**config.mk**
```make
export PLATFORM = sky130hd
export DESIGN_NAME = traceback_stream
export DESIGN_NICKNAME = d
export VERILOG_FILES = /design/src/rtl/traceback_stream.sv
export SDC_FILE = /design/constraint.sdc
export NUM_CORES = 1
export LEC_CHECK = 0
export ABC_AREA = 0
export BUFFER_PORTS_ARGS = -buffer_cell sky130_fd_sc_hd__buf_4
export CAP_MARGIN = 40
export CORE_MARGIN = 2
export CORE_UTILIZATION = 51
export DETAILED_ROUTE_END_ITERATION = 6
export HOLD_SLACK_MARGIN = 0.02
export PLACE_DENSITY = 0.83
export SETUP_SLACK_MARGIN = 0.02
export SLEW_MARGIN = 20
export SYNTH_ARGS = -nofsm -noshare
export SYNTH_HDL_FRONTEND = slang
export SYNTH_SLANG_ARGS = --single-unit
export TNS_END_PERCENT = 10
```
**constraint.sdc**
```tcl
create_clock -name i_clk -period 3.3 [get_ports i_clk]
set_clock_uncertainty 0.2 [all_clocks]
set_input_delay 0.495 -clock i_clk [delete_from_list [all_inputs] [get_ports i_clk]]
set_output_delay 0.495 -clock i_clk [all_outputs]
set_load 0.02 [all_outputs]
```
**src/rtl/traceback_stream.sv**
```systemverilog
// Smith-Waterman traceback: walks the direction matrix from the max-score cell and
// streams framed symbol pairs. Optional TRACEBACK_STATS_EN adds match/mismatch/gap counters.
module traceback_stream #(
  parameter int SEQ_LEN  = 32,
  parameter int LETTER_W = 2,
  parameter int PKT_W    = 8,
  parameter int RD_LAT   = 1,
  parameter int COORD_W  = $clog2(SEQ_LEN + 1)
) (
  input  logic                         i_clk,
  input  logic                         i_rst,
  input  logic                         i_start,
  input  logic [COORD_W-1:0]           i_max_row,
  input  logic [COORD_W-1:0]           i_max_col,
  input  logic [SEQ_LEN*LETTER_W-1:0]  i_query_seq,
  input  logic [SEQ_LEN*LETTER_W-1:0]  i_database_seq,
  output logic                         o_rd_en,
  output logic [COORD_W-1:0]           o_rd_row,
  output logic [COORD_W-1:0]           o_rd_col,
  input  logic [PKT_W-1:0]             i_rd_data,
  output logic                         o_out_valid,
  input  logic                         i_out_ready,
  output logic [LETTER_W:0]            o_q_sym,
  output logic [LETTER_W:0]            o_d_sym,
  output logic                         o_busy,
  output logic                         o_done,
`ifdef TRACEBACK_STATS_EN
  output logic [COORD_W:0]             o_match_cnt,
  output logic [COORD_W:0]             o_mismatch_cnt,
  output logic [COORD_W:0]             o_gap_cnt,
`endif
  output logic [COORD_W:0]             o_aln_len
);

  localparam int SYM_W = LETTER_W + 1;
  localparam logic [SYM_W-1:0]   MARK     = {1'b1, {LETTER_W{1'b0}}};
  localparam logic [SYM_W-1:0]   GAP      = {SYM_W{1'b1}};
  localparam logic [1:0]         DIR_LEFT = 2'b01;
  localparam logic [1:0]         DIR_TOP  = 2'b10;
  localparam logic [2:0]         LAT      = 3'(RD_LAT);
  localparam logic [COORD_W-1:0] ZERO_C   = {COORD_W{1'b0}};
  localparam logic [COORD_W-1:0] ONE_C    = {{(COORD_W-1){1'b0}}, 1'b1};
  localparam logic [COORD_W:0]   ONE_L    = {{COORD_W{1'b0}}, 1'b1};

  typedef enum logic [2:0] {S_IDLE, S_SMARK, S_FETCH, S_WAIT, S_EMIT, S_EMARK} state_t;

  // Coordinate pos selects letter pos-1; pos 0 has no letter.
  function automatic logic [LETTER_W-1:0] letter_at(
    input logic [SEQ_LEN*LETTER_W-1:0] seq,
    input logic [COORD_W-1:0]          pos
  );
    logic [LETTER_W-1:0] res;
    res = {LETTER_W{1'b0}};
    for (int i = 0; i < SEQ_LEN; i++) begin
      if (pos == COORD_W'(i + 1)) res = seq[i*LETTER_W +: LETTER_W];
    end
    return res;
  endfunction

  state_t               r_state;
  logic [COORD_W-1:0]   r_row;
  logic [COORD_W-1:0]   r_col;
  logic [2:0]           r_lat_cnt;
  logic [1:0]           r_dir;

  logic [1:0]           w_dir;
  logic                 w_stop;
  logic [SYM_W-1:0]     w_q_pair;
  logic [SYM_W-1:0]     w_d_pair;
  logic [COORD_W-1:0]   w_next_row;
  logic [COORD_W-1:0]   w_next_col;
  logic                 w_next_edge;

  assign w_dir  = i_rd_data[1:0];
  assign w_stop = i_rd_data[PKT_W-1];

  // Symbol pair for the packet arriving from matrix memory.
  always_comb begin
    w_q_pair = {1'b0, letter_at(i_query_seq, r_col)};
    w_d_pair = {1'b0, letter_at(i_database_seq, r_row)};
    case (w_dir)
      DIR_LEFT: w_d_pair = GAP;
      DIR_TOP:  w_q_pair = GAP;
      default:  w_q_pair = {1'b0, letter_at(i_query_seq, r_col)};
    endcase
  end

  // Next cell after the registered direction; saturates at zero.
  always_comb begin
    w_next_row = r_row;
    w_next_col = r_col;
    case (r_dir)
      DIR_LEFT: w_next_col = (r_col != ZERO_C) ? r_col - ONE_C : ZERO_C;
      DIR_TOP:  w_next_row = (r_row != ZERO_C) ? r_row - ONE_C : ZERO_C;
      default: begin
        w_next_row = (r_row != ZERO_C) ? r_row - ONE_C : ZERO_C;
        w_next_col = (r_col != ZERO_C) ? r_col - ONE_C : ZERO_C;
      end
    endcase
    if (w_next_row == ZERO_C || w_next_col == ZERO_C) w_next_edge = 1'b1;
    else                                              w_next_edge = 1'b0;
  end

  // Traceback FSM with registered outputs.
  always_ff @(posedge i_clk or posedge i_rst) begin
    if (i_rst) begin
      r_state        <= S_IDLE;
      r_row          <= ZERO_C;
      r_col          <= ZERO_C;
      r_lat_cnt      <= 3'd0;
      r_dir          <= 2'b00;
      o_rd_en        <= 1'b0;
      o_rd_row       <= ZERO_C;
      o_rd_col       <= ZERO_C;
      o_out_valid    <= 1'b0;
      o_q_sym        <= MARK;
      o_d_sym        <= MARK;
      o_busy         <= 1'b0;
      o_done         <= 1'b0;
      o_aln_len      <= {(COORD_W+1){1'b0}};
`ifdef TRACEBACK_STATS_EN
      o_match_cnt    <= {(COORD_W+1){1'b0}};
      o_mismatch_cnt <= {(COORD_W+1){1'b0}};
      o_gap_cnt      <= {(COORD_W+1){1'b0}};
`endif
    end else begin
      o_done <= 1'b0;
      case (r_state)
        S_IDLE: begin
          if (i_start) begin
            r_row       <= i_max_row;
            r_col       <= i_max_col;
            o_aln_len   <= {(COORD_W+1){1'b0}};
`ifdef TRACEBACK_STATS_EN
            o_match_cnt    <= {(COORD_W+1){1'b0}};
            o_mismatch_cnt <= {(COORD_W+1){1'b0}};
            o_gap_cnt      <= {(COORD_W+1){1'b0}};
`endif
            o_busy      <= 1'b1;
            o_out_valid <= 1'b1;
            o_q_sym     <= MARK;
            o_d_sym     <= MARK;
            r_state     <= S_SMARK;
          end
        end
        S_SMARK: begin
          if (i_out_ready) begin
            if (r_row == ZERO_C || r_col == ZERO_C) begin
              r_state <= S_EMARK;
            end else begin
              o_out_valid <= 1'b0;
              o_rd_en     <= 1'b1;
              o_rd_row    <= r_row;
              o_rd_col    <= r_col;
              r_state     <= S_FETCH;
            end
          end
        end
        S_FETCH: begin
          o_rd_en   <= 1'b0;
          r_lat_cnt <= 3'd1;
          r_state   <= S_WAIT;
        end
        S_WAIT: begin
          if (r_lat_cnt == LAT) begin
            r_dir       <= w_dir;
            o_out_valid <= 1'b1;
            if (w_stop) begin
              o_q_sym <= MARK;
              o_d_sym <= MARK;
              r_state <= S_EMARK;
            end else begin
              o_q_sym <= w_q_pair;
              o_d_sym <= w_d_pair;
              r_state <= S_EMIT;
            end
          end else begin
            r_lat_cnt <= r_lat_cnt + 3'd1;
          end
        end
        S_EMIT: begin
          if (i_out_ready) begin
            o_aln_len <= o_aln_len + ONE_L;
            r_row     <= w_next_row;
            r_col     <= w_next_col;
`ifdef TRACEBACK_STATS_EN
            if (r_dir == DIR_LEFT || r_dir == DIR_TOP) o_gap_cnt      <= o_gap_cnt + ONE_L;
            else if (o_q_sym == o_d_sym)               o_match_cnt    <= o_match_cnt + ONE_L;
            else                                       o_mismatch_cnt <= o_mismatch_cnt + ONE_L;
`endif
            if (w_next_edge) begin
              o_q_sym <= MARK;
              o_d_sym <= MARK;
              r_state <= S_EMARK;
            end else begin
              o_out_valid <= 1'b0;
              o_rd_en     <= 1'b1;
              o_rd_row    <= w_next_row;
              o_rd_col    <= w_next_col;
              r_state     <= S_FETCH;
            end
          end
        end
        S_EMARK: begin
          if (i_out_ready) begin
            o_out_valid <= 1'b0;
            o_busy      <= 1'b0;
            o_done      <= 1'b1;
            r_state     <= S_IDLE;
          end
        end
        default: begin
          o_rd_en     <= 1'b0;
          o_out_valid <= 1'b0;
          o_busy      <= 1'b0;
          r_state     <= S_IDLE;
        end
      endcase
    end
  end

endmodule

```
==> results of run 1 <==
[flip-flops by register name (all words and copies together), names as in the netlist]
signal / flops
o_rd_col: 6
r_lat_cnt: 3
r_col: 6
o_q_sym: 3
o_busy: 1
r_dir: 2
r_row: 6
o_out_valid: 1
o_rd_en: 1
o_done: 1
o_rd_row: 6
o_aln_len: 7
o_d_sym: 3
r_state: 3
[routing by layer]
layer  wire [µm]  vias up
met5           0        -
li1            -     2757
met2        7909      340
met1        6484     2653
met4         289        0
met3        1467       34
[logic make-up after synthesis]
| kind of cell | Yosys count | share of synthesized area |
|---|---|---|
| DFF | 49 | 0.2576 |
| muxes | 5 | 0.01154 |
| adders and majority gates | 13 | 0.03410 |
| and+or+nand+nor | 250 | 0.2644 |
| AOI/OAI and AO/OA | 257 | 0.3570 |
| xor gates and xnor gates | 3 | 0.005510 |
| buffers and inverters | 81 | 0.06978 |
[metrics by stage]
stage / area (µm²) / utilization / hold slack (ns) / setup WS [ns] / instances
floorplan: 4770 / - / 0.2727 / 0.6087 / 658
global placement: 6181 / 0.6753 / 0.2678 / 0.4613 / 916
detailed placement: 6208 / 0.6783 / 0.2731 / 0.3392 / 917
CTS: 6309 / 0.6893 / 0.09891 / 0.2926 / 925
global route: 6309 / 0.6893 / 0.1365 / 0.1093 / 925
finish: 6309 / 0.6893 / 0.07569 / 0.2948 / 925
[cell type report]
cell class	count	area (µm²)	area share
Clock inverter	2	17.52	0.002777
Inverter	33	123.9	0.01964
Multi-Input combinational cell	528	3213	0.5093
Tap cell	111	138.9	0.02202
Clock buffer	6	82.58	0.01309
Sequential cell	49	1229	0.1948
Timing Repair Buffer	196	1504	0.2384
[cells in the final DEF, fill, tap and decap left out, drive strengths merged, types with 5 or more instances in the layout]
cell,n
ha,13
nor2,49
nand4,8
clkbuf,6
nor3,17
and3,7
nand2b,16
nand3b,7
a21boi,6
nand2,85
nor4,6
o311ai,6
o31ai,13
a21o,5
o211ai,5
nor2b,13
o2111ai,8
a22oi,9
a221oi,7
a31oi,12
buf,196
o21ai,58
dfrtp,47
or3,10
nand3,12
a21oi,65
a211oi,8
inv,32
o22ai,17
[worst register-to-register path: stages (launching register included)]
cell and delay, ns:
dfrtp_1 0.47, inv_1 0.15, ha_1 0.45, a221oi_1 0.40
a21oi_1 0.12, o21a_1 0.20, a211o_1 0.27, a311oi_1 0.33
o211ai_1 0.12, a22o_1 0.20
[worst paths after layout]
kind / from / end / slack, ns / cells after the start
worst max-delay path: r_row[0] / o_d_sym[0] / 0.29 / 9
worst min-delay path: i_rst / o_rd_col[5] / 0.08 / 2
worst max register to register: r_row[0] / o_d_sym[0] / 0.29 / 9
max in group asynchronous: i_rst / o_d_sym[2] / 2.20 / 3
worst min register to register: o_rd_row[4] / o_rd_row[4] / 0.29 / 2
min in group i_clk: i_max_col[1] / r_col[1] / 0.24 / 3
[synthesized netlist by cell type, drive strengths merged, types with 5 or more instances]
cell type,instances,area [µm²]
o211ai,5,37.54
a211oi,8,60.06
inv,31,116.4
a21o,5,37.54
nand3,12,65.06
nand4,8,50.05
ha,13,162.7
a21oi,65,325.3
nor3,17,101.4
nor2,49,183.9
nor4,6,37.54
o311ai,6,52.55
a221oi,7,61.31
a22oi,9,67.56
o2111ai,8,70.07
o21ai,58,301.5
a21boi,6,48.80
and3,7,43.79
nand2,85,319.1
clkbuf,34,127.6
or3,10,67.56
buf,14,81.32
nand2b,16,100.1
dfrtp,47,1176
o31ai,13,97.59
a31oi,12,75.07
nand3b,7,52.55
nor2b,13,88.83
o22ai,17,106.4
[power groups by stage]
stage / registers, W / clock network [W] / logic (W)
6_report: 0.00118 / 0.000403 / 0.00357
5_1_grt: 0.00122 / 0.000424 / 0.00389
4_1_cts: 0.00117 / 0.000404 / 0.00351
3_5_place_dp: 0.00118 / 0 / 0.00350
3_3_place_gp: 0.00116 / 0 / 0.00342
2_1_floorplan: 0.00114 / 0 / 0.00246
==> run_results.csv, run 1 <==
group,metric,value,unit
setup_path,crit_path_end_kind,"flop",
clock_network,post_cts_buffers,0,
job,drv_cap,0,
timing,max_freq,332.8,MHz
clock_network,htreeDepth,2,
setup_path,path_cells,"inv_1 > ha_1 > a221oi_1 > a21oi_1 > o21a_1 > a211o_1 > a311oi_1 > o211ai_1 > a22o_1",
clock_network,clock-root-buffer,"clkbuf_8",
pwr,power.leakage,2.838,nW
placed_design,io_buffers,175,
global_route,antenna_found_initial,0,
setup_path,cp_slowest_stage_delay,0.47,ns
floorplanning,die_h,100.7,µm
timing,maxSlewHeadroom,0.5476,
pwr,pwr-share-comb,0.693,
yosys,syn_inst,658,
global_route,grt_max_degree,31,
timing,period_share,0.9107,
route,drc,0,
clock_network,cts_tree,"done",
clock_network,cts_resized,0,
pwr,p_int,0.002448,W
clock_network,ctsHoldBuffers,0,
timing,finalMaxSlewViolations,0,
pwr,power_frac_seq,0.229,
timing,rsz0062_at_grt,"no",
yosys,synth_edf_count,0,
floorplanning,core_area,9153,µm²
timing,finalHoldViolCount,0,
timing,max_slew.worst_pin.slew,0.6777,ns
clock_network,clock_sinks,49,
finish,fillCellCount,816,
route,final_antenna_net_count,0,
yosys,netlist_area,4770,µm²
floorplanning,fp-row-count,35,
global_route,grt_use_met2,0.5426,
yosys,netlist-cell-type-count,71,
floorplanning,initial_core_util,0.5211,
pwr,switching_share,0.5253,
global_route,grt_first_pass_wirelength,25610,µm
clock_network,path_clk_slew,0.10,ns
route,drt-total-wl,16150,µm
yosys,synthArstFlopShare,1.000,
setup_path,crit_path_max_fanout,20,
timing,finalSetupViolations,0,
pwr,vdd_drop_max,455.9,µV
setup_path,crit_slowest_cell,"dfrtp_1",
finish,nNetsFinal,978,
setup_path,cp.required,3.31,ns
yosys,syn_nets,823,
finish,num_antenna_cells,0,
global_route,grt_use_met1,0.3988,
yosys,synth.yosys.warnings,0,
pwr,switching_power,0.002710,W
pwr,clkPwrFrac,0.078,
route,vias_per_cell,6.253,
global_route,grt_usage,0.3071,
yosys,synth_seq_cells,49,
finish,syn_to_final_growth,32.27,%
global_route,grt_pass1_vias,5319,
floorplanning,ios,181,
global_route,gr-usage-met3,0.03953,
floorplanning,die_x,100.7,µm
pwr,p_per_area,817.6,nW/µm²
yosys,ys_seq_area_frac,0.2576,
setup_path,critPathBufInv,1,
finish,drive_above_1_share,0.2826,
clock_network,cts_buffer_depth,2,
outcome,status,"finished clean",
yosys,synth_area_per_cell,7.249,µm²
pwr,power.total,0.005158,W
global_route,grt-busiest-layer,"met2",
route,dr.pass1.iters,5,
route,vias,5784,
placed_design,dp_hpwl,12470,µm
setup_path,criticalPathCategory,"flop to flop",
clock_network,insertion_delay,0.31,ns
worst_hold_path,hp-class,"primary input to asynchronous set/reset pin",
timing,setup-tns-final,0,ns
route,drt_iter0_markers,379,
yosys,synthFlopType,"dfrtp_1",
setup_path,cpLargestDelayFamily,"compound AO/OA/AOI/OAI gates",
floorplanning,dieArea,10140,µm²
clock_network,numCtsBuffers,5,
setup_path,cp.arrival,3.01,ns
global_route,globalRoute.totalOverflow,0,
setup_path,worstSetupStartpointType,"flop",
timing,post-route-min-period,3.005,ns
route,wl_per_cell,17.46,µm
placed_design,gp_congestion,0.9136,
Power figures use the tool's default switching activity.
==> inputs of run 2 (changes only) <==
--- a/config.mk
+++ b/config.mk
@@ -8,7 +8,7 @@
 export ABC_AREA = 0
 export BUFFER_PORTS_ARGS = -buffer_cell sky130_fd_sc_hd__buf_4
 export CAP_MARGIN = 40
-export CORE_MARGIN = 2
+export CORE_MARGIN = 3
 export CORE_UTILIZATION = 51
 export DETAILED_ROUTE_END_ITERATION = 6
 export HOLD_SLACK_MARGIN = 0.02
==> run_results.csv, run 2 (synthesized netlist as in run 1, its figures left out) <==
group,metric,value,unit
placed_design,gp_congestion,0.9160,
job,drv_cap,0,
finish,nNetsFinal,985,
clock_network,numCtsBuffers,5,
finish,regArea,1229,µm²
setup_path,r2r-start,"r_col[0]",
worst_hold_path,hp-class,"primary input to flop",
floorplanning,ios,181,
worst_hold_path,min_path_cells,2,
setup_path,critPathBufInv,2,
clock_network,ctsHoldBuffers,1,
clock_network,cts_tree,"done",
placed_design,dp_hpwl,12830,µm
finish,drive_above_1_share,0.2875,
clock_network,insertion_delay,0.31,ns
route,dr.pass1.iters,5,
timing,post-route-min-period,2.955,ns
global_route,antenna_found_initial,0,
clock_network,clock_sinks,49,
floorplanning,die_h,102.7,µm
timing,finalHoldViolCount,0,
clock_network,htreeDepth,2,
floorplanning,fp-row-count,34,
route,drt_iter0_markers,339,
setup_path,r2r_end,"o_rd_row[1]",
global_route,grt_usage,0.2981,
pwr,vdd_drop_max,551.7,µV
timing,max_slew.worst_pin.slew,0.7418,ns
placed_design,dpl-instance-area,6230,µm²
clock_network,cts_resized,0,
finish,layout_commonest_cell,"buf_4",
setup_path,crit_path_end_kind,"flop",
setup_path,worstRegToRegCells,10,
finish,design_area,6335,µm²
timing,setup-tns-final,0,ns
route,drt-total-wl,16280,µm
finish,multiInputGateArea,3213,µm²
route,drc,0,
timing,max_freq,338.4,MHz
outcome,status,"finished clean",
global_route,grt_max_degree,36,
timing,period_share,0.8955,
global_route,grt_pass1_vias,5442,
clock_network,post_cts_buffers,0,
worst_hold_path,whs_endpoint,"r_dir[1]",
floorplanning,dieArea,10550,µm²
setup_path,worstSetupStartpointType,"flop",
global_route,grt_first_pass_wirelength,25560,µm
route,wl_per_cell,17.52,µm
global_route,globalRoute.totalOverflow,0,
setup_path,crit_slowest_cell,"or3b_2",
clock_network,clock-root-buffer,"clkbuf_8",
route,final_antenna_net_count,0,
clock_network,cts_buffer_depth,2,
finish,fillCellCount,747,
finish,num_antenna_cells,0,
pwr,switching_share,0.5247,
pwr,p_int,0.002454,W
setup_path,path_depth,10,
timing,finalMaxSlewViolations,0,
setup_path,worst-r2r-setup-slack,0.34,ns
timing,rsz0062_at_grt,"no",
floorplanning,core_area,8891,µm²
finish,most-common-layout-cells,"201 x buf_4, 85 x nand2_1, 65 x a21oi_1, 52 x o21ai_0, 49 x nor2_1",
pwr,p_per_area,815.1,nW/µm²
route,vias_per_cell,6.288,
setup_path,cp.arrival,2.97,ns
placed_design,io_buffers,175,
setup_path,cp.required,3.32,ns
route,vias,5842,
timing,finalSetupViolations,0,
floorplanning,initial_core_util,0.5364,
floorplanning,die_x,102.7,µm
pwr,clkPwrFrac,0.075,
pwr,pwr-share-comb,0.697,
timing,hold_ws,0.2460,ns
finish,regMostFlops,"o_aln_len",
finish,syn_to_final_growth,32.82,%
timing,maxSlewHeadroom,0.5055,
clock_network,path_clk_slew,0.10,ns
worst_hold_path,min-delay-start,"i_rd_data[1]",
setup_path,path_cells,"inv_1 > ha_1 > or3b_2 > a221oi_1 > a211oi_1 > o32a_4 > o21ai_4 > buf_4 > nand2_1 > o31ai_1",
finish,largest_reg_flops,7,
pwr,power.leakage,2.853,nW
pwr,power_frac_seq,0.228,
setup_path,crit_path_max_fanout,15,
pwr,switching_power,0.002709,W
setup_path,cpLargestDelayFamily,"compound AO/OA/AOI/OAI gates",
setup_path,cp_slowest_stage_delay,0.47,ns
setup_path,criticalPathCategory,"flop to flop",
run 2: cell types whose count changed in the layout (fill, tap and decap cells not counted), sizes merged:
cell | before | now
clkbuf | 6 | 5
clkinvlp | 0 | 2
clkinv | 3 | 2
buf | 196 | 202
dlygate4sd3 | 0 | 1
run 2: per-layer routing:
metal | track usage | wire, µm
met1 | 0.3807 | 6638
met5 | 0 | 0
met2 | 0.5278 | 7994
met3 | 0.04195 | 1339
met4 | 0.07669 | 303
run 2: area by class of cell:
class                   instances  share of cell area
well taps                     108             0.02133
clock buffers                   5             0.01086
clock inverters                 3            0.004148
repair buffers                203              0.2429
inverters                      33             0.01955
flip-flops and latches         49              0.1940
multi-input cells             528              0.5072
run 2: metrics by stage:
| step | util | setup slack, ns | std cells | power, W |
|---|---|---|---|---|
| after global placement | 0.6976 | 0.4355 | 918 | 0.004617 |
| after floorplan | - | 0.6087 | 658 | 0.003598 |
| after global routing | 0.7125 | 0.1746 | 929 | 0.005579 |
| final | 0.7125 | 0.3448 | 929 | 0.005164 |
| after detailed placement | 0.7007 | 0.3811 | 920 | 0.004713 |
| after CTS | 0.7125 | 0.3623 | 929 | 0.005111 |
run 2: worst max-delay path by stage:
| stage | from | end | slack [ns] |
|---|---|---|---|
| floorplan | r_col[1] | o_rd_col[3] | 0.61 |
| global placement | r_col[0] | o_rd_row[4] | 0.44 |
| detailed placement | r_col[0] | o_rd_col[3] | 0.38 |
| CTS | r_col[0] | o_rd_col[3] | 0.36 |
| global route | r_col[1] | o_q_sym[0] | 0.17 |
| finish | r_col[0] | o_rd_row[1] | 0.34 |
run 2: power by group through the flow:
stage               Combinational (W)  Clock [W]  Sequential, W
CTS                           0.00355   0.000393        0.00116
global route                  0.00395   0.000419        0.00121
detailed placement            0.00354          0        0.00118
global placement              0.00346          0        0.00116
finish                        0.00360   0.000387        0.00118
floorplan                     0.00246          0        0.00114
==> inputs of run 3 (changes only) <==
--- a/config.mk
+++ b/config.mk
@@ -5,14 +5,14 @@
 export SDC_FILE = /design/constraint.sdc
 export NUM_CORES = 1
 export LEC_CHECK = 0
-export ABC_AREA = 0
+export ABC_AREA = 1
 export BUFFER_PORTS_ARGS = -buffer_cell sky130_fd_sc_hd__buf_4
 export CAP_MARGIN = 40
 export CORE_MARGIN = 3
-export CORE_UTILIZATION = 51
+export CORE_UTILIZATION = 50
 export DETAILED_ROUTE_END_ITERATION = 6
 export HOLD_SLACK_MARGIN = 0.02
-export PLACE_DENSITY = 0.83
+export PLACE_DENSITY = 0.81
 export SETUP_SLACK_MARGIN = 0.02
 export SLEW_MARGIN = 20
 export SYNTH_ARGS = -nofsm -noshare
==> run_results.csv, run 3 <==
group,metric,value,unit
finish,multiInputGateArea,3069,µm²
setup_path,path_depth,36,
setup_path,cp_slowest_stage_delay,0.45,ns
placed_design,dp_hpwl,12070,µm
yosys,ys_seq_area_frac,0.2614,
global_route,grt_pass1_vias,5519,
yosys,synthFlopType,"dfrtp_1",
timing,period_share,1.040,
timing,setup-tns-final,-0.4271,ns
floorplanning,dieArea,10600,µm²
setup_path,critPathLaunch,"r_row[3]",
placed_design,dp_slack,-0.1478,ns
global_route,globalRoute.totalOverflow,0,
setup_path,cpLargestDelayFamily,"simple AND/OR/NAND/NOR gates",
finish,num_antenna_cells,0,
yosys,netlist_area,4700,µm²
route,drc,0,
outcome,status,"complete, but fails checks",
finish,fillCellCount,683,
floorplanning,core_area,8934,µm²
setup_path,r2r_end,"o_d_sym[0]",
setup_path,crit_path_max_fanout,6,
clock_network,clock_sinks,49,
route,wl_per_cell,13.23,µm
timing,finalHoldViolCount,0,
finish,regMostFlops,"o_aln_len",
floorplanning,initial_core_util,0.5261,
finish,design_area,7044,µm²
setup_path,endpoint,"o_d_sym[0]",
setup_path,worst-r2r-setup-slack,-0.13,ns
global_route,grt_first_pass_wirelength,23670,µm
route,vias_per_cell,5.066,
outcome,violations,"setup timing",
setup_path,r2r-start,"r_row[3]",
global_route,antenna_found_initial,0,
setup_path,crit_path_end_kind,"flop",
clock_network,path_clk_slew,0.09,ns
yosys,synth_area_per_cell,5.809,µm²
clock_network,cts_tree,"done",
timing,maxSlewHeadroom,0.7274,
timing,rsz0062_at_grt,"yes",
route,final_antenna_net_count,0,
finish,syn_to_final_growth,49.89,%
route,drt-total-wl,15500,µm
yosys,synth_top_area_share,0.2503,
placed_design,gp_congestion,0.9230,
global_route,grt-busiest-layer,"met2",
timing,layout_setup_ws,-0.1320,ns
job,drv_cap,0,
timing,post-route-min-period,3.432,ns
timing,finalSetupViolations,4,
timing,max_slew.worst_pin.slew,0.4057,ns
yosys,yosys-top-cells-count,"247 x nand2_1, 133 x inv_1, 103 x nor2_1",
global_route,grt_usage,0.2726,
clock_network,htreeDepth,2,
yosys,synth_seq_cells,49,
route,vias,5932,
timing,max_freq,291.4,MHz
yosys,synth_edf_count,0,
global_route,grt_use_met2,0.4716,
route,dr.pass1.iters,5,
yosys,synth.yosys.warnings,0,
worst_hold_path,hp-class,"primary input to flop",
yosys,netlist-cell-type-count,42,
finish,largest_reg_flops,7,
pwr,p_per_area,702.8,nW/µm²
clock_network,insertion_delay,0.30,ns
setup_path,criticalPathCategory,"flop to flop",
yosys,yosysMostFrequentCell,"nand2_1",
route,drt_iter0_markers,301,
setup_path,worstRegToRegCells,36,
yosys,syn_inst,809,
clock_network,clock-root-buffer,"clkbuf_8",
global_route,grt_use_met1,0.3636,
finish,layout_commonest_cell,"buf_4",
worst_hold_path,min-delay-start,"i_max_row[1]",
clock_network,cts_buffer_depth,2,
finish,drive_above_1_share,0.3340,
finish,most-common-layout-cells,"252 x buf_4, 239 x nand2_1, 127 x inv_1, 98 x nor2_1, 50 x a21oi_1",
timing,finalMaxSlewViolations,0,
placed_design,dpl-instance-area,6628,µm²
placed_design,io_buffers,175,
floorplanning,die_x,103.0,µm
setup_path,critPathBufInv,1,
finish,regArea,1232,µm²
floorplanning,ios,181,
yosys,synthArstFlopShare,1.000,
setup_path,worstSetupStartpointType,"flop",
yosys,synthTopCellsByArea,"dfrtp_1 25%, nand2_1 20%, inv_1 11%, nor2_1 8.2%, a21oi_1 5.4%",
global_route,grt_max_degree,35,
finish,nNetsFinal,1227,
global_route,gr-usage-met3,0.04465,
yosys,syn_nets,974,
clock_network,numCtsBuffers,5,
setup_path,cp_common_cell,"nand2_1",
yosys,synth_area_leader_cell,"dfrtp_1",
floorplanning,die_h,103.0,µm
pwr,vdd_drop_max,660.4,µV
setup_path,cp.arrival,3.48,ns
setup_path,cp.required,3.34,ns
setup_path,crit_slowest_cell,"dfrtp_2",
floorplanning,fp-row-count,34,
pwr,power.leakage,3.720,nW
==> run 3: worst min-delay path by stage <==
stage              endpoint  slack (ns)  cells after the start
6_report           r_row[1]        0.27                      3
5_1_grt            r_row[3]        0.29                      3
4_1_cts            r_row[0]        0.26                      3
3_5_place_dp     o_q_sym[2]        0.27                      2
3_3_place_gp   o_aln_len[6]        0.26                      1
2_1_floorplan      r_dir[0]        0.25                      2
==> run 3: area by class of cell <==
cell class	instances	share of cell area
clock buffers	7	0.01368
well taps	108	0.01918
repair buffers	256	0.2773
flip-flops and latches	49	0.1750
inverters	146	0.07851
multi-input cells	604	0.4357
clock inverters	1	0.0007105
==> run 3: kinds of logic (layout without fill, tap and decap cells) <==
logic type | Yosys count | count (layout) | share of synthesized area
multiplexers | 2 | 2 | 0.004526
buffers and inverters | 156 | 410 | 0.1265
adder cells (fa/ha/maj) | 13 | 13 | 0.03461
XOR/XNOR | 3 | 3 | 0.005592
AND/OR/NAND/NOR | 458 | 458 | 0.4153
flip-flops | 49 | 49 | 0.2614
AO/OA/AOI/OAI | 128 | 128 | 0.1520
==> run 3: where the power goes <==
part	internal, W	total (W)	switching, W
Clock	0.000190	0.000389	0.000199
Combinational	0.00148	0.00348	0.00200
Sequential	0.000858	0.00108	0.000224
Total	0.00253	0.00495	0.00242
==> run 3: worst reg2reg max path: cells and delay by family (launching register included) <==
kind	cells	cell delay [ns]
mux	1	0.10
compound gates	6	0.68
flops	1	0.45
buf+inv	1	0.14
simple gates	28	1.79
==> run 3: per-stage QoR <==
step | hold WS (ns) | std cells | utilization | power, W
final | 0.2694 | 1171 | 0.7885 | 0.004951
after global routing | 0.2883 | 1171 | 0.7885 | 0.005398
after CTS | 0.2599 | 1164 | 0.7643 | 0.004686
after detailed placement | 0.2675 | 1150 | 0.7419 | 0.004187
after global placement | 0.2561 | 1149 | 0.7396 | 0.004119
after floorplan | 0.2530 | 809 | - | 0.002929
==> run 3: layer usage <==
metal  routed length (µm)  share of wire
met1                 6564           0.42
met2                 7416           0.48
met3                 1299          0.084
met4                  214          0.014
met5                    0              0
==> run 3: what timing repair did <==
action	in CTS	in global routing
endpoints found under the hold margin	14	0
hold buffers	1	0
pin swaps	5	22
setup buffers	5	7
gates resized for setup	16	39
endpoints found under the setup margin	10	20
